**config.mk**
```make
export PLATFORM = sky130hd
export DESIGN_NAME = mult_scheduler
export DESIGN_NICKNAME = d
export VERILOG_FILES = /design/src/rtl/mult_scheduler.sv
export SDC_FILE = /design/constraint.sdc
export NUM_CORES = 1
export LEC_CHECK = 0
export BUFFER_PORTS_ARGS = -buffer_cell sky130_fd_sc_hd__buf_2
export CAP_MARGIN = 20
export CORE_UTILIZATION = 45
export DETAILED_ROUTE_END_ITERATION = 6
export PLACE_DENSITY = 0.8
export SYNTH_ARGS = -nofsm -noshare
export SYNTH_HDL_FRONTEND = slang
export SYNTH_SLANG_ARGS = --single-unit
```
**constraint.sdc**
```tcl
create_clock -name clk_i -period 1.91 [get_ports clk_i]
set_input_delay 0.191 -clock clk_i [delete_from_list [all_inputs] [get_ports clk_i]]
set_output_delay 0.191 -clock clk_i [all_outputs]
set_load 0.05 [all_outputs]
```
**src/rtl/mult_scheduler.sv**
```systemverilog
// mult_scheduler: round-robin two-port sequencer and start path for the shift-add multiplier.
// Optional macro MULT_SCHED_WATCHDOG_EN aborts BUSY after 2*WIDTH+TMO_SLACK cycles without mul_done.
module mult_scheduler #(
    parameter int WIDTH     = 16,
    parameter int TMO_SLACK = 4
) (
    input  logic               clk_i,
    input  logic               reset_n_i,
    input  logic               req0_i,
    input  logic               req1_i,
    input  logic [WIDTH-1:0]   a0_i,
    input  logic [WIDTH-1:0]   b0_i,
    input  logic [WIDTH-1:0]   a1_i,
    input  logic [WIDTH-1:0]   b1_i,
    output logic               gnt0_o,
    output logic               gnt1_o,
    output logic               rsp_valid_o,
    input  logic               rsp_ready_i,
    output logic               rsp_id_o,
    output logic [2*WIDTH-1:0] rsp_prod_o,
    output logic               rsp_err_o,
    output logic [WIDTH-1:0]   mul_a_o,
    output logic [WIDTH-1:0]   mul_b_o,
    output logic               mul_st_o,
    output logic               mul_k_o,
    input  logic               mul_sh_i,
    input  logic               mul_done_i,
    input  logic [2*WIDTH-1:0] mul_prod_i,
    output logic               mul_abort_o
);
    localparam int CW = $clog2(WIDTH);

    if (WIDTH < 2 || WIDTH > 32 || TMO_SLACK < 1) begin : g_bad_param
        $error("mult_scheduler: illegal WIDTH or TMO_SLACK");
    end

    typedef enum logic [1:0] {IDLE, ISSUE, BUSY, RESP} state_t;

    state_t             state_q, state_d;
    logic               ptr_q, ptr_d, id_q, id_d;
    logic               gnt0_q, gnt0_d, gnt1_q, gnt1_d, st_q, st_d;
    logic               valid_q, valid_d, err_q, err_d, abort_q, abort_d;
    logic [WIDTH-1:0]   a_q, a_d, b_q, b_d;
    logic [2*WIDTH-1:0] prod_q, prod_d;
    logic [CW-1:0]      cnt_q, cnt_d;
    logic               win, timeout;

    // ptr_q is the last-served port; with both requesting the other one wins
    assign win = req1_i & (~req0_i | ~ptr_q);

`ifdef MULT_SCHED_WATCHDOG_EN
    localparam int TMO = 2 * WIDTH + TMO_SLACK;
    localparam int TW  = $clog2(TMO + 1);
    logic [TW-1:0] wd_q;
    always_ff @(posedge clk_i)
        wd_q <= (!reset_n_i || state_q != BUSY) ? '0 : wd_q + 1'b1;
    assign timeout = (state_q == BUSY) && !mul_done_i && (wd_q == TW'(TMO - 1));
`else
    assign timeout = 1'b0;
`endif

    always_comb begin
        state_d = state_q;
        ptr_d   = ptr_q;
        id_d    = id_q;
        a_d     = a_q;
        b_d     = b_q;
        prod_d  = prod_q;
        err_d   = err_q;
        cnt_d   = cnt_q;
        gnt0_d  = 1'b0;
        gnt1_d  = 1'b0;
        st_d    = 1'b0;
        abort_d = timeout;
        case (state_q)
            IDLE: if (req0_i || req1_i) begin
                state_d = ISSUE;
                ptr_d   = win;
                id_d    = win;
                a_d     = win ? a1_i : a0_i;
                b_d     = win ? b1_i : b0_i;
                cnt_d   = '0;
                gnt0_d  = ~win;
                gnt1_d  = win;
                st_d    = 1'b1;
            end
            ISSUE: state_d = BUSY;
            BUSY: begin
                if (mul_sh_i && cnt_q != CW'(WIDTH - 1))
                    cnt_d = cnt_q + 1'b1;
                if (mul_done_i) begin
                    state_d = RESP;
                    prod_d  = mul_prod_i;
                    err_d   = 1'b0;
                end else if (timeout) begin
                    state_d = RESP;
                    prod_d  = '0;
                    err_d   = 1'b1;
                end
            end
            RESP: if (rsp_ready_i) state_d = IDLE;
            default: state_d = IDLE;
        endcase
        valid_d = (state_d == RESP);
    end

    always_ff @(posedge clk_i) begin
        if (!reset_n_i) begin
            state_q <= IDLE;
            ptr_q   <= 1'b1;
            id_q    <= 1'b0;
            a_q     <= '0;
            b_q     <= '0;
            prod_q  <= '0;
            err_q   <= 1'b0;
            cnt_q   <= '0;
            gnt0_q  <= 1'b0;
            gnt1_q  <= 1'b0;
            st_q    <= 1'b0;
            valid_q <= 1'b0;
            abort_q <= 1'b1;
        end else begin
            state_q <= state_d;
            ptr_q   <= ptr_d;
            id_q    <= id_d;
            a_q     <= a_d;
            b_q     <= b_d;
            prod_q  <= prod_d;
            err_q   <= err_d;
            cnt_q   <= cnt_d;
            gnt0_q  <= gnt0_d;
            gnt1_q  <= gnt1_d;
            st_q    <= st_d;
            valid_q <= valid_d;
            abort_q <= abort_d;
        end
    end

    assign gnt0_o      = gnt0_q;
    assign gnt1_o      = gnt1_q;
    assign rsp_valid_o = valid_q;
    assign rsp_id_o    = id_q;
    assign rsp_prod_o  = prod_q;
    assign rsp_err_o   = err_q;
    assign mul_a_o     = a_q;
    assign mul_b_o     = b_q;
    assign mul_st_o    = st_q;
    assign mul_abort_o = abort_q;
    assign mul_k_o     = (state_q == BUSY) && (cnt_q == CW'(WIDTH - 1));
endmodule

```
# Word level (Yosys, flattened, before mapping)

Index checks and enable logic that the tools add are counted.

Bitwise operators: 5
$add $sub $neg: 1
Reduce and logical (&&, ||, !) cells: 10
Equal/unequal tests: 8
Mux-type cells: 11

Operators with widths:

| cell                                                                  | count |
|---|---|
| 16-bit 2-to-1 mux                                                     | 2 |
| 4-bit 2-to-1 mux                                                      | 2 |
| 2-bit one-hot mux with 4 select lines                                 | 1 |
| 4-bit one-hot mux with 2 select lines                                 | 1 |
| 2-bit equality test, second input constant                            | 3 |
| 2-bit 2-to-1 mux                                                      | 3 |
| 2-bit AND reduction                                                   | 3 |
| 3-bit AND reduction                                                   | 2 |
| 4-bit by 1-bit adder with 4-bit output, second input constant         | 1 |
| 4-bit equality test, second input constant                            | 1 |
| 2-bit inequality test, second input constant                          | 2 |
| 4-bit inequality test, second input constant                          | 1 |
| 1-bit inverter                                                        | 3 |
| 2-bit by 1-bit equality test with 1-bit output, second input constant | 1 |
| 1-bit logical AND                                                     | 2 |
| 2-bit zero test                                                       | 1 |
| 1-bit 2-to-1 mux                                                      | 2 |
| 2-bit nonzero test                                                    | 1 |
| 1-bit bitwise AND                                                     | 1 |
| 1-bit logical OR                                                      | 1 |
| 1-bit OR                                                              | 1 |

Output and inout port bits: 72
Logic and storage cells: 47
Flip-flop bits (word level): 77

# Logic depth before layout (Yosys ltp)

Word-level depth: 4
Depth in mapped cells: 6
Mapped depth without buffers: 4

# Least setup slack after synthesis

OpenSTA, ideal clock, no wires.

Path type: register -> register
From: register state_q[1]
To: register a_q[0], in the netlist mul_a_o[0]
Path slack: 0.509 ns
Period minus slack after synthesis: 1.401 ns
Setup time: 0.127 ns
Arrival: 1.274 ns
Cell stages (with the launch flop): 7
Cells stage by stage: dfxtp_1 > buf_6 > or2_1 > buf_6 > o21ai_4 > buf_6 > o221ai_2

Cells in the longest elaborated chain, start to end: 2

Ends and longest elaborated chain:

| element                              | line | text |
|---|---|---|
| start, declared                      | 39   | `state_t state_q, state_d;` |
| start signal, assigned               | 123  | `state_q <= state_d;` |
| 2-bit zero test                      | 75   | `case (state_q)` |
| 2-bit AND reduction (no source line) | n/a  |  |
| end signal, assigned                 | 112  | `a_q <= '0;` |
| end signal, assigned                 | 126  | `a_q <= a_d;` |
| end, declared                        | 43   | `logic [WIDTH-1:0] a_q, a_d, b_q, b_d;` |

No other way between the ends.
A chain may end at the register's enable or synchronous reset.

# Worst setup path after layout

From: register cnt_q[0]
To: output port mul_k_o

Cells in the longest elaborated chain, start to end: 2

Ends and longest elaborated chain:

| element                | line | text |
|---|---|---|
| start, declared        | 45   | `logic [CW-1:0] cnt_q, cnt_d;` |
| start signal, assigned | 130  | `cnt_q <= cnt_d;` |
| 4-bit equality test    | 149  | `assign mul_k_o = (state_q == BUSY) && (cnt_q == CW'(WIDTH - 1));` |
| 1-bit logical AND      | 149  |  |
| end, declared          | 25   | `output logic mul_k_o,` |

No other way between the ends.

==> run summary <==
status - finished clean
Psw - 1.44 mW
post-route ant nets - 0
Post-Syn Nets - 474
Clk pwr share - 32.2%
measured slew at the worst slew-check pin - 527 ps
Post-synth EDFFs - 0
core area - 0.00687 mm^2
Global Route Usage Sum - 21.6%
net count of the finished layout - 639
internal power - 2.80 mW
RSZ-0062 raised after global routing - no
Mapped Avg Cell Area - 8.79 um^2
hold path endpoint - state_q[1]
first-pass GRT wire length - 12.6 mm
critical path required time - 1720 ps
max cap viols - 0
DRC Markers - 0
WL/cell - 12.6 um
Synth Cell Area - 0.00325 mm^2
Clock transition at path regs - 80 ps
Max Clock Skew - 11.5 ps
# IOs - 175
Post-CTS Resized - 0
combinational share of power - 25.3%
aggregate global routing overflow - 0
Final Max Tran Viols - 0
Worst slew margin - 64.9%
share of the yosys chip area belonging to registers - 47.4%
crit share post-route - 91.5%
fin cells - 636
fraction of power spent switching nets - 34.0%
drt initial violations - 53
synth warn - 0
Vias/cell - 4.88
Pwr Density - 965 mW/mm^2
Leak - 2.08 nW
asr flop ratio synth - 0%
DRT Wirelength - 8.01 mm
sequential group share of total power - 42.5%
antenna diode instance count - 0
Die X - 87.0 um
f_max - 572 MHz
Final Setup Violations - 0
CTS Root Cell - clkbuf_8
Yosys cell types - 33
fill cell count - 603
top_reg_cell synth - dfxtp_1
startpoint types - register
final hold violation count - 0
Synth-to-Final Area Change - 35.1%
clock sinks - 77
Hold Path Cell Cnt - 2
clock period minus worst slack - 1750 ps
worst hold path class - in2reg
Initial Util - 47.3%
hold_ws - 54.5 ps
largest net degree at the start of global routing - 36
Max FO, Critical Path - 6
vias - 3106
setup TNS - 0 ps
VDD IR max - 0.000626 V
clock tree buffer depth - 2
TritonCTS Buffers - 9
antenna violations before repair - 0
CP arrival - 1560 ps
internal reg-to-reg setup slack - 440 ps
PnR worst setup slack - 162 ps
fin util - 64.0%
GPL Wtd Cong - 0.738
Reg2Reg Depth - 4
CP endpoint kind - output port
worst r2r dst - mul_b_o[1]
H-tree levels - 3
hpwl dp - 5.93 mm
Post-Synthesis Cells - 370
Initial DRT Pass Iterations - 4
later-pin clock latency in the skew report - 350 ps
Worst R2R Start - state_q[0]
Crit Path Class - reg2out
post-CTS setup buffers - 0
die area - 0.00757 mm^2
Chip Height - 87.0 um
CTS Hold Bufs - 0
row count - 30
Hold Crit Start - rsp_ready_i
Yosys reg bits - 77
pre-CTS setup slack - 417 ps
port bufs - 173
layout cells sized above 1 - 42.0%
number of global-route vias before repair - 2942
placed cell count - 620
CTS tree - built
synth_stat cells (all sizes together) (2+ instances only):
| cell type | count | area (um^2) |
|---|---|---|
| clkbuf | 11 | 41.3 |
| or3 | 3 | 18.8 |
| nand3 | 34 | 183 |
| nor2 | 3 | 11.3 |
| dfxtp | 77 | 1540 |
| inv | 67 | 251 |
| nand3b | 2 | 15.0 |
| o221ai | 34 | 467 |
| nor2b | 3 | 18.8 |
| buf | 15 | 119 |
| o31ai | 2 | 15.0 |
| o21ai | 2 | 21.3 |
| a21oi | 37 | 185 |
| or2 | 2 | 12.5 |
| and2 | 2 | 12.5 |
| nand2 | 65 | 244 |
state kept, by name, indices dropped and copies added, names as in the netlist, 2 cells and up:
signal,flops
rsp_prod_o,32
mul_b_o,16
mul_a_o,16
state_q,2
cnt_q,4
power by group through the flow:
stage                     Sequential, mW  Clock [mW]  Combinational [mW]
after floorplan                     2.24           0               0.393
after global placement              1.83           0                1.06
after detailed placement            1.84           0                1.08
after CTS                           1.80        1.41                1.08
after global routing                1.81        1.47                1.15
final                               1.80        1.36                1.07
routing by layer:
layer | share of wire (%) | up-vias | track usage, %
met5 | 0 | - | 0
met1 | 41 | 1399 | 23.1
met2 | 49 | 141 | 38.9
met4 | 1.7 | 0 | 10.2
met3 | 8.4 | 12 | 6.45
li1 | - | 1554 | -
critical path, cell delays in order (launching register included):
cell and delay (ps):
dfxtp_1 380, ha_1 180, and3_1 250, and2_1 150
buf_2 260
stage by stage:
stage	power (mW)	area [um^2]
floorplan	2.63	3250
global placement	2.90	4170
detailed placement	2.92	4170
CTS	4.30	4390
global route	4.43	4390
finish	4.24	4390
final cells by class:
cell class                      count  area (um^2)  share of cell area [%]
Tap cell                           96          120                    2.73
Clock inverter                      6         93.8                    2.14
Multi-Input combinational cell    200         1300                    29.6
Timing Repair Buffer              180          956                    21.8
Clock buffer                       10          128                    2.91
Inverter                           67          251                    5.72
Sequential cell                    77         1540                    35.1
cell families (layout without fill, tap and decap cells):
logic type                 after synthesis  in the layout  synth area share [%]
AOI/OAI and AO/OA                       79             79                  22.1
adders and majority gates                1              1                 0.385
buffers and inverters                   93            263                  12.7
DFF                                     77             77                  47.4
other                                    1              1                 0.115
and+or+nand+nor                        119            119                  17.4
placed cells by master (no fill, tap or decap), types with 4 or more instances in the layout:
master    synthesis  layout
o221ai_2         27      27
clkbuf_8          0       9
buf_2             5     173
nand3_1          33      33
nand2_1          65      65
buf_4             3       4
a21oi_1          37      37
inv_1            67      67
o221ai_1          7       7
dfxtp_1          77      77
worst max-delay path by stage:
stage / cells past startpoint / endpoint / slack [ps] / start
global placement: 4 / mul_b_o[1] / 490 / state_q[0]
floorplan: 6 / mul_a_o[0] / 510 / state_q[1]
finish: 4 / mul_k_o / 160 / cnt_q[0]
CTS: 4 / mul_k_o / 150 / cnt_q[0]
detailed placement: 4 / mul_b_o[4] / 420 / state_q[0]
global route: 4 / mul_k_o / 80 / cnt_q[0]
Note: power is estimated with default switching activity, not from simulation.
